**src/rtl/hififo_pkg.sv**
```systemverilog
// Shared types and constants for the read-request scheduler.
// Page size, bus widths, descriptor layout and FSM encoding.
package hififo_pkg;

    localparam int PAGE_QW = 512;
    localparam int NCH     = 8;
    localparam int ADDR_W  = 61;
    localparam int CNT_W   = 19;
    localparam int LEN_W   = 10;

    function automatic int tag_w(input int tags);
        return (tags <= 2) ? 1 : $clog2(tags);
    endfunction

    typedef struct packed {
        logic [ADDR_W-1:0] addr;
        logic [CNT_W-1:0]  count;
    } desc_t;

    typedef enum logic {
        ST_ARB   = 1'b0,
        ST_ISSUE = 1'b1
    } state_e;

endpackage

```
**src/rtl/hififo_tag_pool.sv**
```systemverilog
// Completion-tag pool: free vector, lowest-free pick; a freed tag is allocatable the next cycle.
// With HIFIFO_READ_SCHED_TAG_CHECK_EN, bad frees and channel strobe errors raise a sticky err_o.
module hififo_tag_pool #(
    parameter int TAGS  = 32,
    parameter int TAG_W = 5
) (
    input  logic             clk,
    input  logic             rst_n,
    input  logic             alloc_i,
    input  logic [TAG_W-1:0] alloc_tag_i,
    input  logic             free_vld_i,
    input  logic [TAG_W-1:0] free_tag_i,
`ifdef HIFIFO_READ_SCHED_TAG_CHECK_EN
    input  logic             chan_err_i,
`endif
    output logic             any_free_o,
    output logic [TAG_W-1:0] low_free_o,
    output logic             err_o
);

    logic [TAGS-1:0] free_q;
    logic [TAGS-1:0] free_d;
    logic            free_ok;

    always_comb begin
        // Returning a tag that is already free (or out of range) is dropped.
        free_ok = free_vld_i && (int'(free_tag_i) < TAGS) && !free_q[free_tag_i];
        free_d  = free_q;
        if (alloc_i) begin
            free_d[alloc_tag_i] = 1'b0;
        end
        if (free_ok) begin
            free_d[free_tag_i] = 1'b1;
        end
        any_free_o = |free_q;
        low_free_o = '0;
        for (int i = TAGS - 1; i >= 0; i--) begin
            if (free_q[i]) begin
                low_free_o = TAG_W'(i);
            end
        end
    end

    always_ff @(posedge clk or negedge rst_n) begin
        if (!rst_n) begin
            free_q <= '1;
        end else begin
            free_q <= free_d;
        end
    end

`ifdef HIFIFO_READ_SCHED_TAG_CHECK_EN
    logic err_q;

    always_ff @(posedge clk or negedge rst_n) begin
        if (!rst_n) begin
            err_q <= 1'b0;
        end else if ((free_vld_i && !free_ok) || chan_err_i) begin
            err_q <= 1'b1;
        end
    end

    assign err_o = err_q;
`else
    assign err_o = 1'b0;
`endif

endmodule

```
**src/rtl/hififo_read_sched.sv**
```systemverilog
// Splits per-channel descriptors into MRRS/4KB-bounded reads, round-robin per request, one request per 2 cycles.
// rq outputs hold while rq_ready is low; stalls in ARB when no tag is free. Optional HIFIFO_READ_SCHED_TAG_CHECK_EN.
module hififo_read_sched
    import hififo_pkg::*;
#(
    parameter logic [NCH-1:0] ENABLES = 8'b0001_0001,
    parameter int             MRRS_QW = 64,
    parameter int             TAGS    = 32,
    localparam int            TAG_W   = tag_w(TAGS)
) (
    input  logic              clk,
    input  logic              rst_n,
    input  logic [NCH-1:0]    r_valid_i,
    input  logic [ADDR_W-1:0] r_addr_i,
    input  logic [CNT_W-1:0]  r_count_i,
    output logic [NCH-1:0]    r_ready_o,
    output logic              rq_valid_o,
    input  logic              rq_ready_i,
    output logic [ADDR_W-1:0] rq_addr_o,
    output logic [LEN_W-1:0]  rq_len_o,
    output logic [TAG_W-1:0]  rq_tag_o,
    output logic [2:0]        rq_chan_o,
    input  logic              tag_free_valid_i,
    input  logic [TAG_W-1:0]  tag_free_i,
    output logic [NCH-1:0]    desc_done_o,
    output logic              err_tag_o
);

    desc_t             slot_q [NCH];
    desc_t             slot_d [NCH];
    logic [NCH-1:0]    busy_q, busy_d;
    logic [NCH-1:0]    rdy_q;
    logic [NCH-1:0]    done_q, done_d;
    state_e            state_q;
    logic [2:0]        last_q;
    logic [ADDR_W-1:0] rq_addr_q;
    logic [LEN_W-1:0]  rq_len_q;
    logic [TAG_W-1:0]  rq_tag_q;
    logic [2:0]        rq_chan_q;

    logic              accept;
    logic              gnt_vld;
    logic [2:0]        gnt_ch;
    logic [2:0]        cand;
    logic [CNT_W:0]    page_room;
    logic [CNT_W:0]    len_min;
    logic              any_free;
    logic [TAG_W-1:0]  low_free;

    assign accept = (state_q == ST_ISSUE) && rq_ready_i;

    always_comb begin
        slot_d = slot_q;
        busy_d = busy_q;
        done_d = '0;
        for (int i = 0; i < NCH; i++) begin
            if (r_valid_i[i] && ENABLES[i] && !busy_q[i]) begin
                if (r_count_i == '0) begin
                    done_d[i] = 1'b1;
                end else begin
                    slot_d[i].addr  = r_addr_i;
                    slot_d[i].count = r_count_i;
                    busy_d[i]       = 1'b1;
                end
            end
        end
        if (accept) begin
            slot_d[rq_chan_q].addr  = slot_q[rq_chan_q].addr + ADDR_W'(rq_len_q);
            slot_d[rq_chan_q].count = slot_q[rq_chan_q].count - CNT_W'(rq_len_q);
            if (slot_q[rq_chan_q].count == CNT_W'(rq_len_q)) begin
                busy_d[rq_chan_q] = 1'b0;
                done_d[rq_chan_q] = 1'b1;
            end
        end
    end

    // Scan downward so the nearest busy channel after the last grant wins.
    always_comb begin
        gnt_vld = 1'b0;
        gnt_ch  = last_q;
        cand    = '0;
        for (int k = NCH; k >= 1; k--) begin
            cand = last_q + 3'(k);
            if (busy_q[cand]) begin
                gnt_vld = 1'b1;
                gnt_ch  = cand;
            end
        end
        page_room = (CNT_W+1)'(PAGE_QW) - (CNT_W+1)'(slot_q[gnt_ch].addr[8:0]);
        len_min   = {1'b0, slot_q[gnt_ch].count};
        if (len_min > (CNT_W+1)'(MRRS_QW)) begin
            len_min = (CNT_W+1)'(MRRS_QW);
        end
        if (len_min > page_room) begin
            len_min = page_room;
        end
    end

    always_ff @(posedge clk or negedge rst_n) begin
        if (!rst_n) begin
            for (int i = 0; i < NCH; i++) begin
                slot_q[i] <= '0;
            end
            busy_q <= '0;
            rdy_q  <= '0;
            done_q <= '0;
        end else begin
            slot_q <= slot_d;
            busy_q <= busy_d;
            rdy_q  <= ENABLES & ~busy_d;
            done_q <= done_d;
        end
    end

    always_ff @(posedge clk or negedge rst_n) begin
        if (!rst_n) begin
            state_q   <= ST_ARB;
            last_q    <= 3'd7;
            rq_addr_q <= '0;
            rq_len_q  <= '0;
            rq_tag_q  <= '0;
            rq_chan_q <= '0;
        end else begin
            case (state_q)
                ST_ARB: begin
                    if (gnt_vld && any_free) begin
                        state_q   <= ST_ISSUE;
                        last_q    <= gnt_ch;
                        rq_chan_q <= gnt_ch;
                        rq_addr_q <= slot_q[gnt_ch].addr;
                        rq_len_q  <= LEN_W'(len_min);
                        rq_tag_q  <= low_free;
                    end
                end
                ST_ISSUE: begin
                    if (rq_ready_i) begin
                        state_q <= ST_ARB;
                    end
                end
            endcase
        end
    end

`ifdef HIFIFO_READ_SCHED_TAG_CHECK_EN
    logic chan_err;
    assign chan_err = |(r_valid_i & (busy_q | ~ENABLES));
`endif

    hififo_tag_pool #(
        .TAGS  (TAGS),
        .TAG_W (TAG_W)
    ) u_tag_pool (
        .clk         (clk),
        .rst_n       (rst_n),
        .alloc_i     (accept),
        .alloc_tag_i (rq_tag_q),
        .free_vld_i  (tag_free_valid_i),
        .free_tag_i  (tag_free_i),
`ifdef HIFIFO_READ_SCHED_TAG_CHECK_EN
        .chan_err_i  (chan_err),
`endif
        .any_free_o  (any_free),
        .low_free_o  (low_free),
        .err_o       (err_tag_o)
    );

    assign r_ready_o   = rdy_q;
    assign rq_valid_o  = (state_q == ST_ISSUE);
    assign rq_addr_o   = rq_addr_q;
    assign rq_len_o    = rq_len_q;
    assign rq_tag_o    = rq_tag_q;
    assign rq_chan_o   = rq_chan_q;
    assign desc_done_o = done_q;

endmodule

```
**config.mk**
```make
export PLATFORM = sky130hd
export DESIGN_NAME = hififo_read_sched
export DESIGN_NICKNAME = d
export VERILOG_FILES = /design/src/rtl/hififo_pkg.sv /design/src/rtl/hififo_tag_pool.sv /design/src/rtl/hififo_read_sched.sv
export SDC_FILE = /design/constraint.sdc
export NUM_CORES = 2
export LEC_CHECK = 0
export BUFFER_PORTS_ARGS = -buffer_cell sky130_fd_sc_hd__buf_4
export CORE_ASPECT_RATIO = 1.2
export CORE_MARGIN = 3
export CORE_UTILIZATION = 45
export DETAILED_ROUTE_END_ITERATION = 16
export SLEW_MARGIN = 10
export SYNTH_ARGS = -nofsm -noshare
export SYNTH_HDL_FRONTEND = slang
export SYNTH_HIERARCHICAL = 1
export SYNTH_SLANG_ARGS = --single-unit
```
**constraint.sdc**
```tcl
create_clock -name clk -period 6.8 [get_ports clk]
set_input_delay 1.36 -clock clk [delete_from_list [all_inputs] [get_ports clk]]
set_output_delay 1.36 -clock clk [all_outputs]
set_load 0.005 [all_outputs]
```
Word level (Yosys, flattened, before mapping)
Cells that the tools add are included.
W data, S select, Z words.
{ "classes": {"eq_ne": 1, "bitwise_logic": 10, "n_reduce_logical": 15, "n_mux": 106, "add_sub_neg": 10, "n_lt_le_gt_ge": 19} }
{ "ops": {"columns": ["op", "n"], "rows": [
  ["$bwmux W640", 2],
  ["$mux W80", 9],
  ["$mux W640", 1],
  ["$bmux W80 S3", 2],
  ["$demux W80 S3", 2],
  ["$mux W5", 32],
  ["$mux W32", 2],
  ["$add A61 B10 Y61", 1],
  ["$mux W19", 2],
  ["$lt A3 B4 Y1 const B", 9],
  ["$and A32 B32 Y32", 1],
  ["$mux W8", 4],
  ["$not A32 Y32", 1],
  ["$or A32 B32 Y32", 1],
  ["$reduce_or A32 Y1", 1],
  ["$mux W1", 29],
  ["$bmux W1 S3", 8],
  ["$mux W3", 7],
  ["$gt A19 B20 Y1", 1],
  ["$eq A19 B10 Y1", 1],
  ["$gt A19 B7 Y1 const B", 1],
  ["$logic_not A19 Y1", 1],
  ["$sub A19 B10 Y19", 1],
  ["$add A3 B3 Y3 const B", 4],
  ["22 further kinds", 38]
]} }
{ "totals": {"input_bits": 97, "regBits": 773} }

Longest topological paths before layout
{ "depth": {"word_depth": 32, "mapped_depth": 32, "ltp_nobuf": 24} }

By module
The synthesis kept the hierarchy.
{ "by_module_without_submodules": {"columns": ["module", "cells_per_inst", "instances", "seq_area_each_um2", "area_each_um2"], "rows": [
  ["hififo_read_sched", 4797, 1, 18546.5, 42060.3],
  ["hififo_tag_pool", 229, 1, 840.8, 2094.5]
]} }

Worst setup path before layout
No wires, ideal clock.
{ "synth_path": {"path_type": "reg-to-reg", "startpoint": "register last_q[1]", "endpoint": "register rq_len_q[4], in the netlist rq_len_o[4]", "period_less_slack_ps": 6446, "stages_incl_launch_ff": 30, "arrival_ps": 6320, "setup_slack_ps": 354, "setup_time_ps": 126, "t_required_ps": 6674, "path_buffers": 6, "path_cell_list": "dfstp_2 -> buf_2 -> inv_1 -> clkbuf_1 -> ha_1 -> clkbuf_1 -> mux4_2 -> mux2_2 -> a2bb2oi_2 -> a21oi_1 -> a21oi_1 -> buf_4 -> mux2i_1 -> mux2_2 -> a2111oi_0 -> o221ai_1 -> buf_2 -> nor2_1 -> ha_1 -> nor2b_1 -> o21a_1 -> o21a_1 -> o21a_1 -> o21a_1 -> o21ai_0 -> a21oi_1 -> o21a_1 -> clkbuf_1 -> and2_1 -> a221o_1"} }
{ "synth_via": {"elab_chain_len": 18, "elab_cells_between_ends": 49, "cone_classes": "8 x add/sub; 2 x order compare; 36 x mux; 1 x bitwise; 2 x reduce/logical"} }
{ "synth_rtl": {"columns": ["element", "line_no", "text"], "rows": [
  ["from (decl)", "hififo_read_sched.sv:35", "logic [2:0] last_q;"],
  ["from (signal assigned)", "hififo_read_sched.sv:128", "last_q <= gnt_ch;"],
  ["$add A3 B3 Y3", "hififo_read_sched.sv:83", "cand = last_q + 3'(k);"],
  ["$bmux W1 S3", "hififo_read_sched.sv:84", "if (busy_q[cand]) begin"],
  ["$mux W1 (implied by the code)", "hififo_read_sched.sv:84", null],
  ["$mux W3 (7 in a row)", "hififo_read_sched.sv:84", null],
  ["$not A3 Y4 (implied by the code)", "hififo_read_sched.sv:89, hififo_read_sched.sv:90", null],
  ["$bmux W80 S3", "hififo_read_sched.sv:89, hififo_read_sched.sv:90", null],
  ["$mux W80 (2 in a row)", null, null],
  ["$gt A19 B7 Y1", "hififo_read_sched.sv:91", "if (len_min > (CNT_W+1)'(MRRS_QW)) begin"],
  ["$mux W19", "hififo_read_sched.sv:91", null],
  ["$gt A19 B20 Y1", "hififo_read_sched.sv:94", "if (len_min > page_room) begin"],
  ["$mux W10", "hififo_read_sched.sv:94", null],
  ["to (signal assigned)", "hififo_read_sched.sv:131", "rq_len_q <= LEN_W'(len_min);"],
  ["to (decl)", "hififo_read_sched.sv:37", "logic [LEN_W-1:0] rq_len_q;"]
]} }
Several ways; a longest one is shown, not always the timed one. The select of a mux whose other input is x is not followed.
A chain may end at the register's enable or synchronous reset.

Final worst setup path
{ "layout_path": {"startpoint": "register last_q[0]", "endpoint": "register rq_len_q[4], in the netlist rq_len_o[4]"} }
Same word-level chain as after synthesis.

==> impl_metrics.yaml <==
outcome:
  outcome: "completed"
finish:
  final_cell_mix: "1278 x nand2_1, 740 x o21ai_0, 735 x dfrtp_1, 309 x buf_4, 207 x mux2_2"
  syn_to_final_growth_pct: 13.3
  final_common_cell: "nand2_1"
  drive_gt1_frac: 0.167
  nets: 5180
route:
  wl_per_cell_um: 25.0
  num_vias: 39800
  routed_wl_um: 159000
  vias_per_cell: 6.23
  drtAntennaViolNets: 0
  drc: 0
  first_pass_iters: 6
  drt_iter0_markers: 4023
yosys:
  yosysUniqueCellTypes: 108
  synth_edf_count: 0
  synth-seq-area-share: 0.439
  synthFlopType: "dfrtp_1"
  syn-cell-area_mm2: 0.0442
  syn_avg_cell_area_um2: 8.79
  yosys_warnings: 6
  synth.area.mux_share: 0.103
  synthArstFlopShare: 1.00
  synth_fa_ha_area_frac: 0.0103
  synth_compound_area_frac: 0.201
  synth_top_family_by_area: "compound AO/OA/AOI/OAI gates"
  synthSimpleGateAreaFrac: 0.186
  synth_xor_area_frac: 0.0163
  syn_inst: 5026
  synth_seq_cells: 773
sta:
  rsz0062_at_grt: "no"
  finalSetupViolCount: 0
  min_period_ns: 6.54
  finalMaxSlewViolations: 0
  tns_ns: 0
  hold_viol: 0
  max-slew-margin-rel: 0.289
  worst_clock_skew_ns: 0.0299
  fmax_mhz: 153
  hold_ws_ns: 0.475
  worst_pin_slew_ns: 1.07
  post-route-period-util: 0.962
global_route:
  grtUsageTotal: 0.307
  antenna_found_initial: 1
  grt_pass1_wl_um: 241000
  grt_pass1_vias: 37900
  grt_max_degree: 161
  grt_overflow: 0
floorplan:
  fp.dieH_um: 349
  row_count: 125
  design.die.area_mm2: 0.102
  start_util: 0.455
  die_w_um: 292
  core_area_mm2: 0.0971
  io_pins: 194
clock_network:
  tritoncts: "built"
  clock_sinks: 773
  cts.reportedPaths.clkPinSlew_ns: 0.06
  cts_root_buffer: "clkbuf_16"
  ctsHoldBuffers: 0
  cts_htree_levels: 3
  cts-buffers-inserted: 87
  clockBufferDepth: 3
  clk_latency_ns: 0.67
critical_path:
  start_kind: "register"
  crit_buf_inv: 3
  worstSetupPathType: "reg -> reg"
  critPathArrivalTime_ns: 7.13
  slowest_stage: "dfstp_4"
  critPathRequiredTime_ns: 7.38
  crit_top_cell: "o21a_1"
  cp_max_fo: 16
  path_delay_family: "compound AO/OA/AOI/OAI gates"
  critPathCaptureType: "register"
  cpPeakStageDelay_ns: 0.73
worst_hold_path:
  min_path_type: "reg -> reg"
placement:
  place.gp.congestion: 0.893
  portBuffers: 180
  hpwl_um: 99600
pwr:
  leakage_uw: 0.0211
  peakVddDrop_mv: 0.285
  p_per_area_mw_per_mm2: 462
flow_run:
  cap_violations: 0
stage by stage:
stage / instances / power (uW) / area, um^2 / util / worst slack (ns)
6_report: 6389 / 23100 / 50000 / 0.515 / 0.258
5_1_grt: 6389 / 24500 / 50000 / 0.515 / 0.000712
4_1_cts: 6379 / 22900 / 49900 / 0.513 / 0.0849
3_5_place_dp: 6220 / 17800 / 46900 / 0.482 / 0.130
3_3_place_gp: 6220 / 17700 / 46900 / 0.482 / 0.150
2_1_floorplan: 5034 / 13600 / 44200 / - / 0.354
power by group:
| part | internal (uW) | switching [uW] |
|---|---|---|
| Combinational | 4030 | 7260 |
| Clock | 2960 | 2080 |
| Sequential | 5720 | 1090 |
layer usage:
layer  GRT usage  vias to the layer above  routed length, um  part of all wire
li1            -                    18000                  -                 -
met1       0.415                    19600              66400              0.42
met2       0.494                     1781              73000              0.46
met3      0.0428                      371              12500             0.078
met4       0.136                        0               7530             0.047
met5           0                        -                  0                 0
cells by family after synthesis:
| family | after synthesis |
|---|---|
| other cells | 2 |
| compound gates | 1416 |
| fa+ha+maj | 35 |
| simple gates | 1885 |
| mux | 375 |
| xor+xnor | 79 |
| flops | 773 |
| buf+inv | 461 |
synth_stat cells (28+ instances only):
master,instances,area (um^2)
a21oi_1,81,405
a221oi_1,70,613
a22o_1,31,272
a22oi_1,98,736
a311oi_1,55,482
a31oi_1,59,369
and3_1,77,482
buf_1,45,169
buf_2,52,260
clkbuf_1,282,1060
dfrtp_1,738,18500
dfstp_2,35,920
ha_1,33,413
inv_1,53,199
mux2_2,207,2330
mux2i_1,123,1230
mux4_2,44,991
nand2_1,1289,4840
nand3_1,184,921
nor2_1,107,402
nor3_1,36,180
nor4_1,34,213
o21ai_0,740,3700
o21ai_1,34,170
o22ai_1,28,175
o31ai_1,37,278
xnor2_1,46,403
xor2_1,31,272
what timing repair did:
item                       4_1_cts  5_1_grt
hold endpoints to repair         0        0
resized for setup                0       15
setup endpoints to repair        0        9
buffers inserted                 0        7
worst min-delay path: cells and delay by family (launching register included):
kind	cells	cell delay [ns]
flops	1	0.34
simple gates	2	0.10
area by class of cell:
cell class,count,area [um^2]
fill,9207,47100
tap,1270,1590
sequential,773,19400
clock buffer,121,2550
multi-input combinational,3801,23100
clock inverter,38,465
timing repair buffer,330,2710
antenna,1,2.50
inverter,55,206
worst paths after layout:
| kind | slack [ns] | depth (start not counted) | to | from |
|---|---|---|---|---|
| setup / recovery | 0.26 | 26 | rq_len_o[4] | last_q[0] |
| setup reg to reg | 0.26 | 26 | rq_len_o[4] | last_q[0] |
| hold / removal | 0.48 | 2 | rq_addr_o[7] | rq_addr_o[7] |
| hold reg to reg | 0.48 | 2 | rq_addr_o[7] | rq_addr_o[7] |
| max in group asynchronous | 4.59 | 2 | rq_addr_o[20] | rst_n |
| min in group asynchronous | 0.74 | 1 | asynchronous set/reset pin | rst_n |
(Power assumes the default switching activity.)
